File: config.mk
export PLATFORM = sky130hd
export DESIGN_NAME = selector_41
export DESIGN_NICKNAME = d
export VERILOG_FILES = /design/src/rtl/selector_41.sv
export SDC_FILE = /design/constraint.sdc
export NUM_CORES = 1
export LEC_CHECK = 0
export ABC_AREA = 1
export CORE_AREA = 2 2 39 41
export CTS_BUF_LIST = sky130_fd_sc_hd__clkbuf_16
export CTS_CLUSTER_DIAMETER = 60
export DETAILED_ROUTE_END_ITERATION = 12
export DIE_AREA = 0 0 41 43
export PLACE_DENSITY_LB_ADDON = 0.25
export SETUP_SLACK_MARGIN = 0.1
export SYNTH_ARGS = -nofsm -noshare
export SYNTH_HDL_FRONTEND = slang
export SYNTH_SLANG_ARGS = --single-unit
File: constraint.sdc
create_clock -name iClk -period 0.9 [get_ports iClk]
set_clock_uncertainty 0.15 [all_clocks]
set_input_delay 0.18 -clock iClk [delete_from_list [all_inputs] [get_ports iClk]]
set_output_delay 0.18 -clock iClk [all_outputs]
set_load 0.02 [all_outputs]
File: src/rtl/selector_41.sv
`default_nettype none
// +----------------------------------------------------------------------------+
// | selector_41 : registered 4-to-1 word selector, one cycle of latency         |
// | Rev 1.0                                                                    |
// +----------------------------------------------------------------------------+
module selector_41 #(
  parameter int WIDTH = 4
) (
  input  logic             iClk,
  input  logic             iRst,
  input  logic [WIDTH-1:0] iC0,
  input  logic [WIDTH-1:0] iC1,
  input  logic [WIDTH-1:0] iC2,
  input  logic [WIDTH-1:0] iC3,
  input  logic             iS0,
  input  logic             iS1,
  output logic [WIDTH-1:0] oZ
);

  logic [1:0]       w_sel;
  logic [WIDTH-1:0] w_pick;
  logic [WIDTH-1:0] r_z;

  assign w_sel = {iS1, iS0};

  // An unknown select must propagate as X rather than hold the old word.
  always_comb begin
    w_pick = 'x;
    case (w_sel)
      2'b00:   w_pick = iC0;
      2'b01:   w_pick = iC1;
      2'b10:   w_pick = iC2;
      2'b11:   w_pick = iC3;
      default: w_pick = 'x;
    endcase
  end

  always_ff @(posedge iClk) begin
    if (iRst) begin
      r_z <= '0;
    end else begin
      r_z <= w_pick;
    end
  end

  assign oZ = r_z;

endmodule
`default_nettype wire

Word level (Yosys, flattened, before mapping). Index checks and enable logic that the tools add are counted.

Logic and storage cells: 6. Bits in registers: 4. Input bits: 20.

Eq/ne operators: 3. Muxes and demuxes: 1. Reduce and logical (&&, ||, !) cells: 1.

Operators with widths (number): 4-bit case mux with 4 select lines (1); 2-bit == test (second input constant) (2); 2-bit by 1-bit == test with 1-bit output (second input constant) (1); 2-bit zero test (1).

Logic depth before layout (Yosys ltp).
Depth in word-level cells: 2. Mapped depth: 6.

Least setup slack after synthesis. OpenSTA, ideal clock, no wires.

Kind: in2reg. Start point: input iS0. End point: register r_z[0], in the netlist oZ[0]. Path buffers: 1. Required time: 633 ps. Setup time: 117 ps. Cell stages on the path: 5. Setup slack: -35 ps. Arrival time: 668 ps. Cell sequence: buf_2 > inv_2 > nand2_4 > o21ai_0 > nor2_1.

Longest elaborated chain between the ends: 2. Elaborated cells on any way between the ends: 5. Those cells by class: eq/ne: 3; mux: 1; reduce/logical: 1.

Ends and longest elaborated chain: from (decl) (line 15) `input logic iS0,`; 2-bit == test, or another cell as far along (line 29) `case (w_sel)`; 4-bit case mux with 4 select lines (*) (line 29); to (signal assigned) (line 42) `r_z <= w_pick;`; to (decl) (line 22) `logic [WIDTH-1:0] r_z;`.

Every way passes the cells marked *; elsewhere a longest branch is shown, timed or not. A chain may end at the register's enable or synchronous reset.

Final worst setup path.
Start point: register r_z[1], in the netlist oZ[1]. End point: output oZ[1].

RTL lines: to (decl) (line 17) `output logic [WIDTH-1:0] oZ`.

No word-level cell between the ends.

==> out/results.txt <==
status = complete, but fails checks
failing checks = setup timing
Synth Register Bits = 4
GRT Overall Usage = 10.03%
commonest non-fill, non-tap cell in the layout = dlygate4sd2_1
clock power share = 62.6%
Internal Pwr Total = 0.8789 mW
largest net degree at the start of global routing = 9
Syn Area/Cell = 5.928 um2
grt total ovfl = 0
data required time of the worst path = 570 ps
final count of negative-setup-slack endpoints = 4
combinational fraction of design power = 19.0%
number of max-slew violations in the final report = 0
antenna violations before repair = 0
Slew headroom = 92.90%
FILL cells = 152
CTS tree = built
max_cap viols = 0
Worst Path Class, Setup = reg -> out
Placer Congestion = 0.7249
Routed WL = 851 um
CP Max Fanout = 1
capture point of the worst path = oZ[1]
synth warn = 0
Largest register FFs = 4
Via density = 4.241
most frequent cells in the layout = dlygate4sd2_1, nor2_1, nand2_1, buf_6, nand3_1
vias in the first global route = 326
Worst-Margin Slew = 105.8 ps
CTS Buf Count = 3
antenna cells = 0
Layout Nets = 93
cell depth of the worst setup path = 1
sw power = 0.2214 mW
first-pass GRT wire length = 1186 um
Max Used Layer = met4
Synth Instances = 42
Crit path largest cell delay = 310 ps
pre-CTS setup slack = -517.4 ps
CTS sink cnt = 4
Initial Utilization = 17.99%
Core Area = 0.001384 mm2
DIE AREA = 0.001763 mm2
hold slack = 65.48 ps
Pleak = 0.3538 nW
worst min-delay path category = in -> reg
Net Count, Synth = 62
share of post-route cells with drive strength above 1 = 36.62%
Worst Setup Start Kind = flip-flop
post-synth top area cell = dfxtp_1
average wire per standard cell = 9.782 um
DR DRC count = 0
Worst EP arrival = 650 ps
Switching Fraction = 20.12%
htree depth = 1
f_max = 1022 MHz
sequential share of the synthesized area = 32.16%
critical path launch point = oZ[1]
Worst VDD drop = 0.5597 mV
RSZ-0062 raised after global routing = true
CTS root buf = clkbuf_16
fin crit share = 108.8%
clock-pin slew on the worst setup and hold paths = 30 ps
synthesized area = 249.0 um2
drt pass-1 iters = 3
num rows = 14
crit path time final = 978.8 ps
CTS Hold Bufs = 0
Clock Tree Buf Depth = 2
Pwr Density = 1734 mW/mm2
wl on met1 = 362 um
PortBufs = 23
crit-path cells = buf_6
die height = 43 um
chip width = 41 um
share of the synthesized area in the top cell type = 32.16%
CP endpoint kind = primary output
remaining antenna violation count after routing = 0
top cells by area, synth = dfxtp_1, nand3_1, nor2_1
initial drt markers = 6
Sequential Power Share = 18.4%
met2 wire length = 360 um
post-synth cell types = 9
delay-heaviest family, CP = flip-flops
routed wl met3 = 102 um
Buf/Inv on CP = 1
area delta synth->final = 154.8%
Boundary Pins = 24
Hold Violations, Final = 0
routed via count = 369
Crit-path slowest cell = dfxtp_2
setup ws final = -78.84 ps
==> layout make-up <==
cell class / instances / area, um2 / share of cell area [%]
Timing Repair Buffer: 27 / 262.8 / 41.42
Multi-Input combinational cell: 32 / 167.7 / 26.43
Sequential cell: 4 / 85.08 / 13.41
Clock buffer: 3 / 75.07 / 11.83
Inverter: 5 / 23.77 / 3.748
Tap cell: 16 / 20.02 / 3.156
==> layer usage <==
layer  vias up  global-route usage, %
li1        194                      -
met4         0                  8.000
met1       150                  13.46
met3         3                  3.141
met2        22                  12.50
met5         -                      0
==> cells in the mapped netlist, drive strengths merged <==
cell type and n:
dfxtp 4, inv 5, o21ai 4, nor2 10
buf 1, nand3 10, nand2 8
==> power by group through the flow <==
stage	clock network [mW]	registers, mW	logic (mW)
2_1_floorplan	0	0.218	0.0689
3_3_place_gp	0	0.198	0.217
3_5_place_dp	0	0.198	0.217
4_1_cts	0.701	0.202	0.202
5_1_grt	0.715	0.203	0.230
6_report	0.689	0.202	0.209
==> cells by family (layout without fill, tap and decap cells) <==
family,Yosys count,in the layout,share of synthesized area [%]
simple gates,28,28,50.26
buf+inv,6,35,9.547
flops,4,4,32.16
compound gates,4,4,8.041
==> per-stage QoR <==
stage	TNS, ps	instance area (um2)	util, %	total power, mW	cells
2_1_floorplan	0	269.0	-	0.2865	42
3_3_place_gp	-3257	534.3	38.61	0.4155	84
3_5_place_dp	-3270	534.3	38.61	0.4153	84
4_1_cts	-319.8	603.1	43.58	1.106	87
5_1_grt	-349.3	634.4	45.84	1.148	87
6_report	-303.2	634.4	45.84	1.100	87
==> repair_timing <==
action,in CTS,in global routing
resized for setup,53,9
cloned,0,0
setup endpoints to repair,8,8
pin swaps,23,12
setup buffers,0,0
==> worst min-delay path by stage <==
stage / cells past startpoint / end / startpoint / slack, ps
finish: 3 / oZ[2] / iC0[2] / 70
global route: 3 / oZ[1] / iC0[1] / 90
CTS: 4 / oZ[1] / iRst / 210
detailed placement: 3 / oZ[2] / iC0[2] / 640
global placement: 3 / oZ[2] / iC0[2] / 650
floorplan: 2 / oZ[2] / iC0[2] / 160
Power figures use the tool's default switching activity.
